[src/rtl/stream_pack_pkg.sv]
// Shared types and defaults for the stream word packer.
package stream_pack_pkg;

  typedef enum logic [1:0] {
    EMPTY = 2'd0,
    FILL  = 2'd1,
    FULL  = 2'd2
  } state_t;

  localparam int DEFAULT_DATA_WIDTH = 32;
  localparam int DEFAULT_PACK       = 4;

  function automatic int count_bits(input int pack);
    return $clog2(pack + 1);
  endfunction

endpackage

[src/rtl/stream_pack_timer.sv]
// Idle counter for the packer: expire_o fires on the TIMEOUT-th consecutive idle cycle.
module stream_pack_timer #(
  parameter int TIMEOUT = 16
) (
  input  logic clk,
  input  logic reset,
  input  logic clear_i,
  input  logic inc_i,
  output logic expire_o
);

  localparam int TW = $clog2(TIMEOUT + 1);

  logic [TW-1:0] cnt_q, cnt_d;

  // Saturates one below TIMEOUT so expiry keeps asserting until something clears it.
  always_comb begin
    cnt_d = cnt_q;
    if (clear_i) begin
      cnt_d = '0;
    end else if (inc_i && (cnt_q != TW'(TIMEOUT - 1))) begin
      cnt_d = cnt_q + TW'(1);
    end
  end

  assign expire_o = inc_i && (cnt_q == TW'(TIMEOUT - 1));

  always_ff @(posedge clk or negedge reset) begin
    if (!reset) begin
      cnt_q <= '0;
    end else begin
      cnt_q <= cnt_d;
    end
  end

endmodule

[src/rtl/stream_word_packer.sv]
// Packs PACK consecutive DATA_WIDTH words into one wide beat; partial beats on flush.
// Idle auto-flush is built only when STREAM_PACK_TIMEOUT_EN is defined.
// Handshakes: a transfer happens on a rising edge where valid && ready; valid holds data stable until then.
module stream_word_packer
  import stream_pack_pkg::*;
#(
  parameter int DATA_WIDTH = DEFAULT_DATA_WIDTH,
  parameter int PACK       = DEFAULT_PACK,
  parameter int TIMEOUT    = 16
) (
  input  logic                           clk,
  input  logic                           reset,
  input  logic [DATA_WIDTH-1:0]          in_data,
  input  logic                           in_valid,
  output logic                           in_ready,
  input  logic                           in_flush,
  output logic [DATA_WIDTH*PACK-1:0]     out_data,
  output logic [count_bits(PACK)-1:0]    out_count,
  output logic                           out_valid,
  input  logic                           out_ready,
  output state_t                         dbg_state
);

  localparam int CW = count_bits(PACK);

  logic [PACK-1:0][DATA_WIDTH-1:0] acc_q, acc_d, out_data_q, out_data_d;
  logic [CW-1:0] acc_cnt_q, acc_cnt_d, cnt_n, out_count_q, out_count_d;
  logic          out_valid_q, out_valid_d, flush_pend_q, flush_pend_d;
  state_t        state_q, state_d;
  logic          slot_free, accept, pend, load_out, timer_expire;

  assign in_ready  = reset && (state_q != FULL);
  assign out_data  = out_data_q;
  assign out_count = out_count_q;
  assign out_valid = out_valid_q;
  assign dbg_state = state_q;

  always_comb begin
    slot_free    = !out_valid_q || out_ready;
    accept       = in_valid && in_ready;
    pend         = flush_pend_q || in_flush || timer_expire;
    acc_d        = acc_q;
    cnt_n        = acc_cnt_q + {{(CW-1){1'b0}}, accept};
    for (int k = 0; k < PACK; k++) begin
      if (accept && (CW'(k) == acc_cnt_q)) acc_d[k] = in_data;
    end
    acc_cnt_d    = cnt_n;
    out_data_d   = out_data_q;
    out_count_d  = out_count_q;
    out_valid_d  = out_valid_q && !out_ready;
    load_out     = 1'b0;
    // A flush that finds nothing to emit is dropped rather than left pending.
    flush_pend_d = pend && (cnt_n != '0);

    if (cnt_n == CW'(PACK)) begin
      load_out = slot_free;
    end else if (pend && (cnt_n != '0) && slot_free) begin
      load_out = 1'b1;
    end

    // Unused lanes are already zero because acc is cleared on every emit.
    if (load_out) begin
      out_data_d   = acc_d;
      out_count_d  = cnt_n;
      out_valid_d  = 1'b1;
      acc_d        = '0;
      acc_cnt_d    = '0;
      flush_pend_d = 1'b0;
    end

    if (acc_cnt_d == CW'(PACK))  state_d = FULL;
    else if (acc_cnt_d == '0)    state_d = EMPTY;
    else                         state_d = FILL;
  end

`ifdef STREAM_PACK_TIMEOUT_EN
  stream_pack_timer #(
    .TIMEOUT (TIMEOUT)
  ) u_timer (
    .clk      (clk),
    .reset    (reset),
    .clear_i  (accept || load_out),
    .inc_i    ((acc_cnt_q != '0) && !accept),
    .expire_o (timer_expire)
  );
`else
  logic unused_timeout;
  assign unused_timeout = ^TIMEOUT;
  assign timer_expire   = 1'b0;
`endif

  always_ff @(posedge clk or negedge reset) begin
    if (!reset) begin
      acc_q        <= '0;
      acc_cnt_q    <= '0;
      out_data_q   <= '0;
      out_count_q  <= '0;
      out_valid_q  <= 1'b0;
      flush_pend_q <= 1'b0;
      state_q      <= EMPTY;
    end else begin
      acc_q        <= acc_d;
      acc_cnt_q    <= acc_cnt_d;
      out_data_q   <= out_data_d;
      out_count_q  <= out_count_d;
      out_valid_q  <= out_valid_d;
      flush_pend_q <= flush_pend_d;
      state_q      <= state_d;
    end
  end

endmodule
[config.mk]
export PLATFORM = sky130hd
export DESIGN_NAME = stream_word_packer
export DESIGN_NICKNAME = d
export VERILOG_FILES = /design/src/rtl/stream_pack_pkg.sv /design/src/rtl/stream_pack_timer.sv /design/src/rtl/stream_word_packer.sv
export SDC_FILE = /design/constraint.sdc
export NUM_CORES = 1
export LEC_CHECK = 0
export CAP_MARGIN = 10
export CORE_UTILIZATION = 58
export CTS_CLUSTER_SIZE = 16
export DETAILED_ROUTE_END_ITERATION = 8
export PLACE_DENSITY_LB_ADDON = 0.25
export SYNTH_ARGS = -nofsm -noshare
export SYNTH_HDL_FRONTEND = slang
export SYNTH_SLANG_ARGS = --single-unit
[constraint.sdc]
create_clock -name clk -period 7.14 [get_ports clk]
set_clock_uncertainty 0.1 [all_clocks]
set_input_delay 0.714 -clock clk [delete_from_list [all_inputs] [get_ports clk]]
set_output_delay 0.714 -clock clk [all_outputs]
set_load 0.005 [all_outputs]
==> results of run 1 <==
==> cell type report <==
cell class | instances | area, µm² | share of cell area, %
Clock buffer | 36 | 729 | 5.41
Clock inverter | 11 | 165 | 1.22
Inverter | 129 | 484 | 3.59
Multi-Input combinational cell | 413 | 3310 | 24.5
Sequential cell | 266 | 6660 | 49.4
Tap cell | 229 | 287 | 2.13
Timing Repair Buffer | 184 | 1850 | 13.7
==> metrics by stage <==
stage / power [mW] / instances / worst slack, ns / util (%) / area (µm²)
final: 5.76 / 1268 / 2.90 / 74.5 / 13500
after CTS: 5.81 / 1268 / 2.90 / 74.5 / 13500
after global placement: 4.29 / 1221 / 2.50 / 69.6 / 12600
after detailed placement: 4.36 / 1221 / 2.38 / 69.6 / 12600
after floorplan: 3.46 / 850 / 4.19 / - / 10800
after global routing: 6.08 / 1268 / 2.56 / 74.5 / 13500
==> cells in the mapped netlist, drive strengths merged <==
library cell and count:
dfrtp 266, mux2i 257, nor2 133, inv 129, buf 42, nor2b 5
mux2 3, nor4 3, ha 2, nand2 2, nand2b 2, a211oi 1
nor3 1, nor4b 1, or2b 1, or3 1, xnor2 1
==> worst max-delay path by stage <==
stage,startpoint,depth (start not counted),end,slack [ns]
6_report,reset,10,out_data[117]$_DFFE_PN0N_,2.90
5_1_grt,reset,10,out_data[3]$_DFFE_PN0N_,2.56
4_1_cts,reset,10,out_data[14]$_DFFE_PN0N_,2.90
3_5_place_dp,reset,10,out_data[7]$_DFFE_PN0N_,2.38
3_3_place_gp,reset,10,out_data[114]$_DFFE_PN0N_,2.50
2_1_floorplan,in_valid,11,acc_cnt_q[2]$_DFF_PN0_,4.19
==> power by group through the flow <==
| stage | Combinational, mW | Clock (mW) | Sequential [mW] |
|---|---|---|---|
| global route | 2.21 | 1.50 | 2.37 |
| global placement | 1.97 | 0 | 2.32 |
| floorplan | 1.18 | 0 | 2.29 |
| detailed placement | 2.03 | 0 | 2.33 |
| CTS | 2.05 | 1.45 | 2.31 |
| finish | 2.03 | 1.42 | 2.31 |
==> sequential cells by signal, summed over array words and instances (netlist names) <==
name,flops
acc_q,128
flush_pend_q,1
dbg_state,2
acc_cnt_q,3
out_data,128
out_valid,1
out_count,3
==> logic make-up (layout without fill, tap and decap cells) <==
kind of cell / count (synthesis) / count (layout) / synth area share (%)
adders and majority gates: 2 / 2 / 0.232
AOI/OAI and AO/OA: 1 / 1 / 0.0696
xor gates and xnor gates: 1 / 1 / 0.0812
DFF: 266 / 266 / 61.7
muxes: 260 / 260 / 24.2
buffers and inverters: 171 / 360 / 7.65
and+or+nand+nor: 149 / 149 / 6.07
==> layer usage <==
metal	vias to the layer above	global-route usage [%]	part of all wire, %
met5	-	0	0
met1	3316	30.9	45
met2	130	39.3	49
met4	0	4.85	1.5
li1	3058	-	-
met3	26	4.26	4.5
==> critical path, delay by kind of cell <==
kind	cells	cell delay, ns
adder cells (fa/ha/maj)	2	0.43
buffers and inverters	2	1.01
multiplexers	2	0.72
AND/OR/NAND/NOR	4	1.44
==> summary.md, run 1 <==
| Metric | Value |
|---|---|
| Synth cell types | `21` |
| Clock buffer depth | `3` |
| Clk root buf | `clkbuf_16` |
| Pwr Density | `about 430 nW/µm²` |
| Syn_area_per_cell | `12.7 µm²` |
| Crit-path max cell delay | `between 0.5 and 0.6 ns` |
| Routed WL per cell | `17.0 µm` |
| CTS buffer count | `26` |
| Die Width | `138 µm` |
| CTS tree | `built` |
| Number of max-cap violations | `0` |
| Comb power frac | `35.2%` |
| Peak supply drop | `between 0.3 and 0.4 mV` |
| H-tree depth | `1` |
| Seq/Total Area, Yosys | `about three fifths` |
| Data arrival time of the worst path | `roughly 4.6 ns` |
| Initial antenna violation count | `0` |
| Leakage | `6.10 nW` |
| Failing checks | `design-rule violations` |
| Reg2reg end | `out_data[117]$_DFFE_PN0N_` |
| Worst relative slew slack | `30.6%` |
| Pin count of the biggest net entering global routing | `152` |
| Hold Crit Class | `primary input to asynchronous set/reset pin` |
| DRC | `21` |
| Switch share | `31.2%` |
| Hold WS | `about 0.14 ns` |
| RSZ-0062 raised after global routing | `false` |
| Yosys warns | `0` |
| Critical path peak fanout | `118` |
| Vias in the first global route | `6756` |
| Setup slack, reg-to-reg | `3.64 ns` |
| Reg power frac | `40.1%` |
| Critical Path End Type | `flop` |
| Commonest non-fill, non-tap cell in the layout | `dfrtp_1` |
| WS Path Type | `primary input to flop` |
| Starting Density | `59.6%` |
| Min Clock Period, post-route | `4.24 ns` |
| WL final | `about 22000 µm` |
| Final setup vio count | `0` |
| Clock power frac | `24.6%` |
| Iteration count of the initial detailed-routing pass | `6` |
| Syn nets | `889` |
| Post-synth top area share | `61.7%` |
| Post-detail-place hpwl | `13700 µm` |
| TNS Setup | `0 ns` |
| Total gr overflow | `0` |
| Gr usage total | `approximately 23%` |
| Critical-path cell list | `buf_8 > nand2_1 > nor2_1 > ha_1 > ha_1 > nor2_1 > mux2_2 > nor2b_4 > buf_12 > mux2i_1` |
| Die footprint | `19100 µm²` |
| Via count | `6530` |
| Starting DRT DRC Count | `298` |
| Port Buf Inserts | `about 170` |
| Diodes inserted | `0` |
| Post-CTS Repair Setup Buffers | `0` |
| I/O pin total | `172` |
| Upper clock frequency limit | `roughly 240 MHz` |
| Synth Cell Area | `10800 µm²` |
| Most frequent cells in the layout | `dfrtp_1, mux2i_1, clkdlybuf4s50_1, nor2_1, inv_1` |
| Slew @ Worst Pin | `roughly 1.0 ns` |
| Reg2reg start | `dbg_state[0]$_DFF_PN0_` |
| Fillcell total | `approximately 1200` |
| Hold Vio Cnt, Final | `0` |
| Crit path launch type | `primary input` |
| Die height | `approximately 140 µm` |
| Synth area leader | `dfrtp_1` |
| CP required | `7.45 ns` |
| Cell row count | `49` |
| Layout cells sized above 1 | `6.06%` |
| Hold_buf cts | `0` |
| Clock Latency Late Sink | `0.52 ns` |
| Gpl congestion | `0.762` |
| Seq cells post-synth | `about 270` |
| Slowest CP cell | `buf_8` |
| Clk slew on worst S/H paths | `0.06 ns` |
| Reg2reg path depth | `10` |
| Synth top area cells | `dfrtp_1, mux2i_1, nor2_1` |
| Core area | `around 18000 µm²` |
| Status | `finished with violations` |
| Layout area overhead | `25.0%` |
| Layout Nets | `~1100` |
| Total internal power | `3.96 mW` |
| Post-CTS Resized | `0` |
| Vias per Instance | `5.15` |
| Switching power | `1.80 mW` |
| Slew Viols, Final | `0` |
| Clock Sinks | `~270` |
| Crit share post-route | `between 50 and 60%` |
| Final ANT Viol Nets | `0` |
| Post-Syn Instances | `850` |
| First-pass GRT wire length | `35100 µm` |
Note: power is estimated with default switching activity, not from simulation.
==> run 2: changes to the inputs <==
--- a/config.mk
+++ b/config.mk
@@ -6,7 +6,7 @@
 export NUM_CORES = 1
 export LEC_CHECK = 0
 export CAP_MARGIN = 10
-export CORE_UTILIZATION = 58
+export CORE_UTILIZATION = 54
 export CTS_CLUSTER_SIZE = 16
 export DETAILED_ROUTE_END_ITERATION = 8
 export PLACE_DENSITY_LB_ADDON = 0.25
==> constraint.sdc (replaced) <==
create_clock -name clk -period 3.9 [get_ports clk]
set_clock_uncertainty 0.1 [all_clocks]
set_input_delay 0.39 -clock clk [delete_from_list [all_inputs] [get_ports clk]]
set_output_delay 0.39 -clock clk [all_outputs]
set_load 0.005 [all_outputs]
==> summary.md, run 2 (same netlist as run 1, synthesis figures left out) <==
| Metric | Value |
|---|---|
| Layout Nets | `1067` |
| TNS Setup | `0 ns` |
| Layout cells sized above 1 | `about 6.4%` |
| WS Path Type | `flop to flop` |
| Cell total after placement | `1264` |
| Gr usage total | `21.6%` |
| Hold WS | `-0.126 ns` |
| Data arrival time of the worst path | `3.79 ns` |
| Starting DRT DRC Count | `between 300 and 400` |
| Cell row count | `51` |
| Die Width | `143 µm` |
| Die height | `around 140 µm` |
| Final ANT Viol Nets | `0` |
| Commonest non-fill, non-tap cell in the layout | `dfrtp_1` |
| Register area | `6660 µm²` |
| Clock buffer depth | `3` |
| Crit share post-route | `88.6%` |
| Slew @ Worst Pin | `around 1.1 ns` |
| H-tree depth | `1` |
| Clock Sinks | `around 270` |
| Iteration count of the initial detailed-routing pass | `5` |
| Hold Crit Class | `primary input to asynchronous set/reset pin` |
| Pin count of the biggest net entering global routing | `188` |
| Min Clock Period, post-route | `between 3 and 4 ns` |
| Die footprint | `20500 µm²` |
| Dpl ws | `0.431 ns` |
| Final worst slack | `0.443 ns` |
| Clk root buf | `clkbuf_16` |
| Critical Path End Type | `flop` |
| Reg2reg end | `out_data[45]$_DFFE_PN0N_` |
| Final std cells w/o fill | `between 1000 and 1500` |
| Starting Density | `55.2%` |
| Number of max-cap violations | `0` |
| RSZ-0062 raised after global routing | `false` |
| First-pass GRT wire length | `34500 µm` |
| Clock Latency Late Sink | `approximately 0.5 ns` |
| Worst relative slew slack | `27.9%` |
| Failing checks | `negative hold slack` |
| Area of the multi-input gates | `3310 µm²` |
| Hold Vio Cnt, Final | `49` |
| Fillcell total | `1420` |
| CTS buffer count | `27` |
| Crit path launch type | `flop` |
| Post-detail-place hpwl | `13700 µm` |
| Reg2reg start | `dbg_state[0]$_DFF_PN0_` |
| Slew Viols, Final | `0` |
| Initial antenna violation count | `0` |
| Final Core Density | `69.2%` |
| Pwr Density | `about 760 nW/µm²` |
| WL final | `21100 µm` |
| Via count | `6428` |
| Layout area overhead | `25.3%` |
| Vias per Instance | `4.91` |
| Post-CTS Repair Setup Buffers | `0` |
| Upper clock frequency limit | `289 MHz` |
| CTS tree | `built` |
| Gpl congestion | `0.716` |
| Peak supply drop | `between 0.4 and 0.5 mV` |
| I/O pin total | `172` |
| Final setup vio count | `0` |
| Clk slew on worst S/H paths | `around 0.06 ns` |
| DRC | `0` |
| Core area | `19500 µm²` |
| Setup slack, reg-to-reg | `about 0.44 ns` |
| Vias in the first global route | `6692` |
| CP required | `4.23 ns` |
| Total gr overflow | `0` |
| Critical path peak fanout | `46` |
| Port Buf Inserts | `around 170` |
| Post-CTS Resized | `0` |
| Status | `finished with violations` |
| Diodes inserted | `0` |
| Most frequent cells in the layout | `dfrtp_1, mux2i_1, clkdlybuf4s50_1, nor2_1, inv_1` |
| Hold_buf cts | `0` |
| Tot Pwr | `10.3 mW` |
| Reg2reg path depth | `10` |
| Leakage | `6.10 nW` |
| Routed WL per cell | `16.1 µm` |
==> run 2: area by class of cell <==
cell class                      count  share of cell area [%]
Sequential cell                   266                    49.3
Inverter                          129                    3.58
Clock inverter                      5                   0.185
Clock buffer                       41                    5.76
Tap cell                          265                    2.45
Multi-Input combinational cell    413                    24.5
Timing Repair Buffer              191                    14.3
==> run 2: per-layer routing <==
layer | share of wire, % | wire length (µm) | GRT usage (%)
met1 | 45 | 9530 | 29.7
met2 | 48 | 10200 | 36.0
met3 | 5.3 | 1130 | 4.13
met4 | 1.3 | 284 | 4.82
met5 | 0 | 0 | 0
==> run 2: critical path, stage by stage (launching register included) <==
cell and delay [ns]:
dfrtp_1 0.37, nor2b_1 0.65, nor2_1 0.13, ha_1 0.21, ha_1 0.31, nor2_1 0.19
mux2_2 0.39, nor2b_4 0.15, buf_12 0.25, buf_4 0.34, mux2i_1 0.23
==> run 2: worst max path at each step <==
stage	end	start	cells after the start	slack (ns)
3_3_place_gp	out_data[86]$_DFFE_PN0N_	dbg_state[0]$_DFF_PN0_	10	0.54
2_1_floorplan	acc_cnt_q[2]$_DFF_PN0_	dbg_state[0]$_DFF_PN0_	12	1.24
3_5_place_dp	out_data[119]$_DFFE_PN0N_	dbg_state[0]$_DFF_PN0_	10	0.43
5_1_grt	out_data[86]$_DFFE_PN0N_	dbg_state[0]$_DFF_PN0_	10	0.1
6_report	out_data[45]$_DFFE_PN0N_	dbg_state[0]$_DFF_PN0_	10	0.44
4_1_cts	out_data[119]$_DFFE_PN0N_	dbg_state[0]$_DFF_PN0_	10	0.43
==> run 2: through the flow <==
stage / instance area [µm²] / hold WS, ns
floorplan: 10800 / -0.00559
global route: 13500 / 0.0911
finish: 13500 / -0.126
global placement: 12700 / 0.393
CTS: 13500 / 0.0477
detailed placement: 12700 / 0.403
==> run 2: report_power, final <==
group / switching [mW] / internal [mW] / leakage [nW]
sequential: 0.475 / 3.73 / 3.62
clock: 0.984 / 1.36 / 0.399
combinational: 1.76 / 2.01 / 2.09
total: 3.22 / 7.10 / 6.10
==> run 3: changes to the inputs <==
--- a/config.mk
+++ b/config.mk
@@ -9,6 +9,7 @@
 export CORE_UTILIZATION = 54
 export CTS_CLUSTER_SIZE = 16
 export DETAILED_ROUTE_END_ITERATION = 8
+export GPL_ROUTABILITY_DRIVEN = 0
 export PLACE_DENSITY_LB_ADDON = 0.25
 export SYNTH_ARGS = -nofsm -noshare
 export SYNTH_HDL_FRONTEND = slang
==> results of run 3 <==
The final DEF is identical to that of run 2; final timing and power are the same.
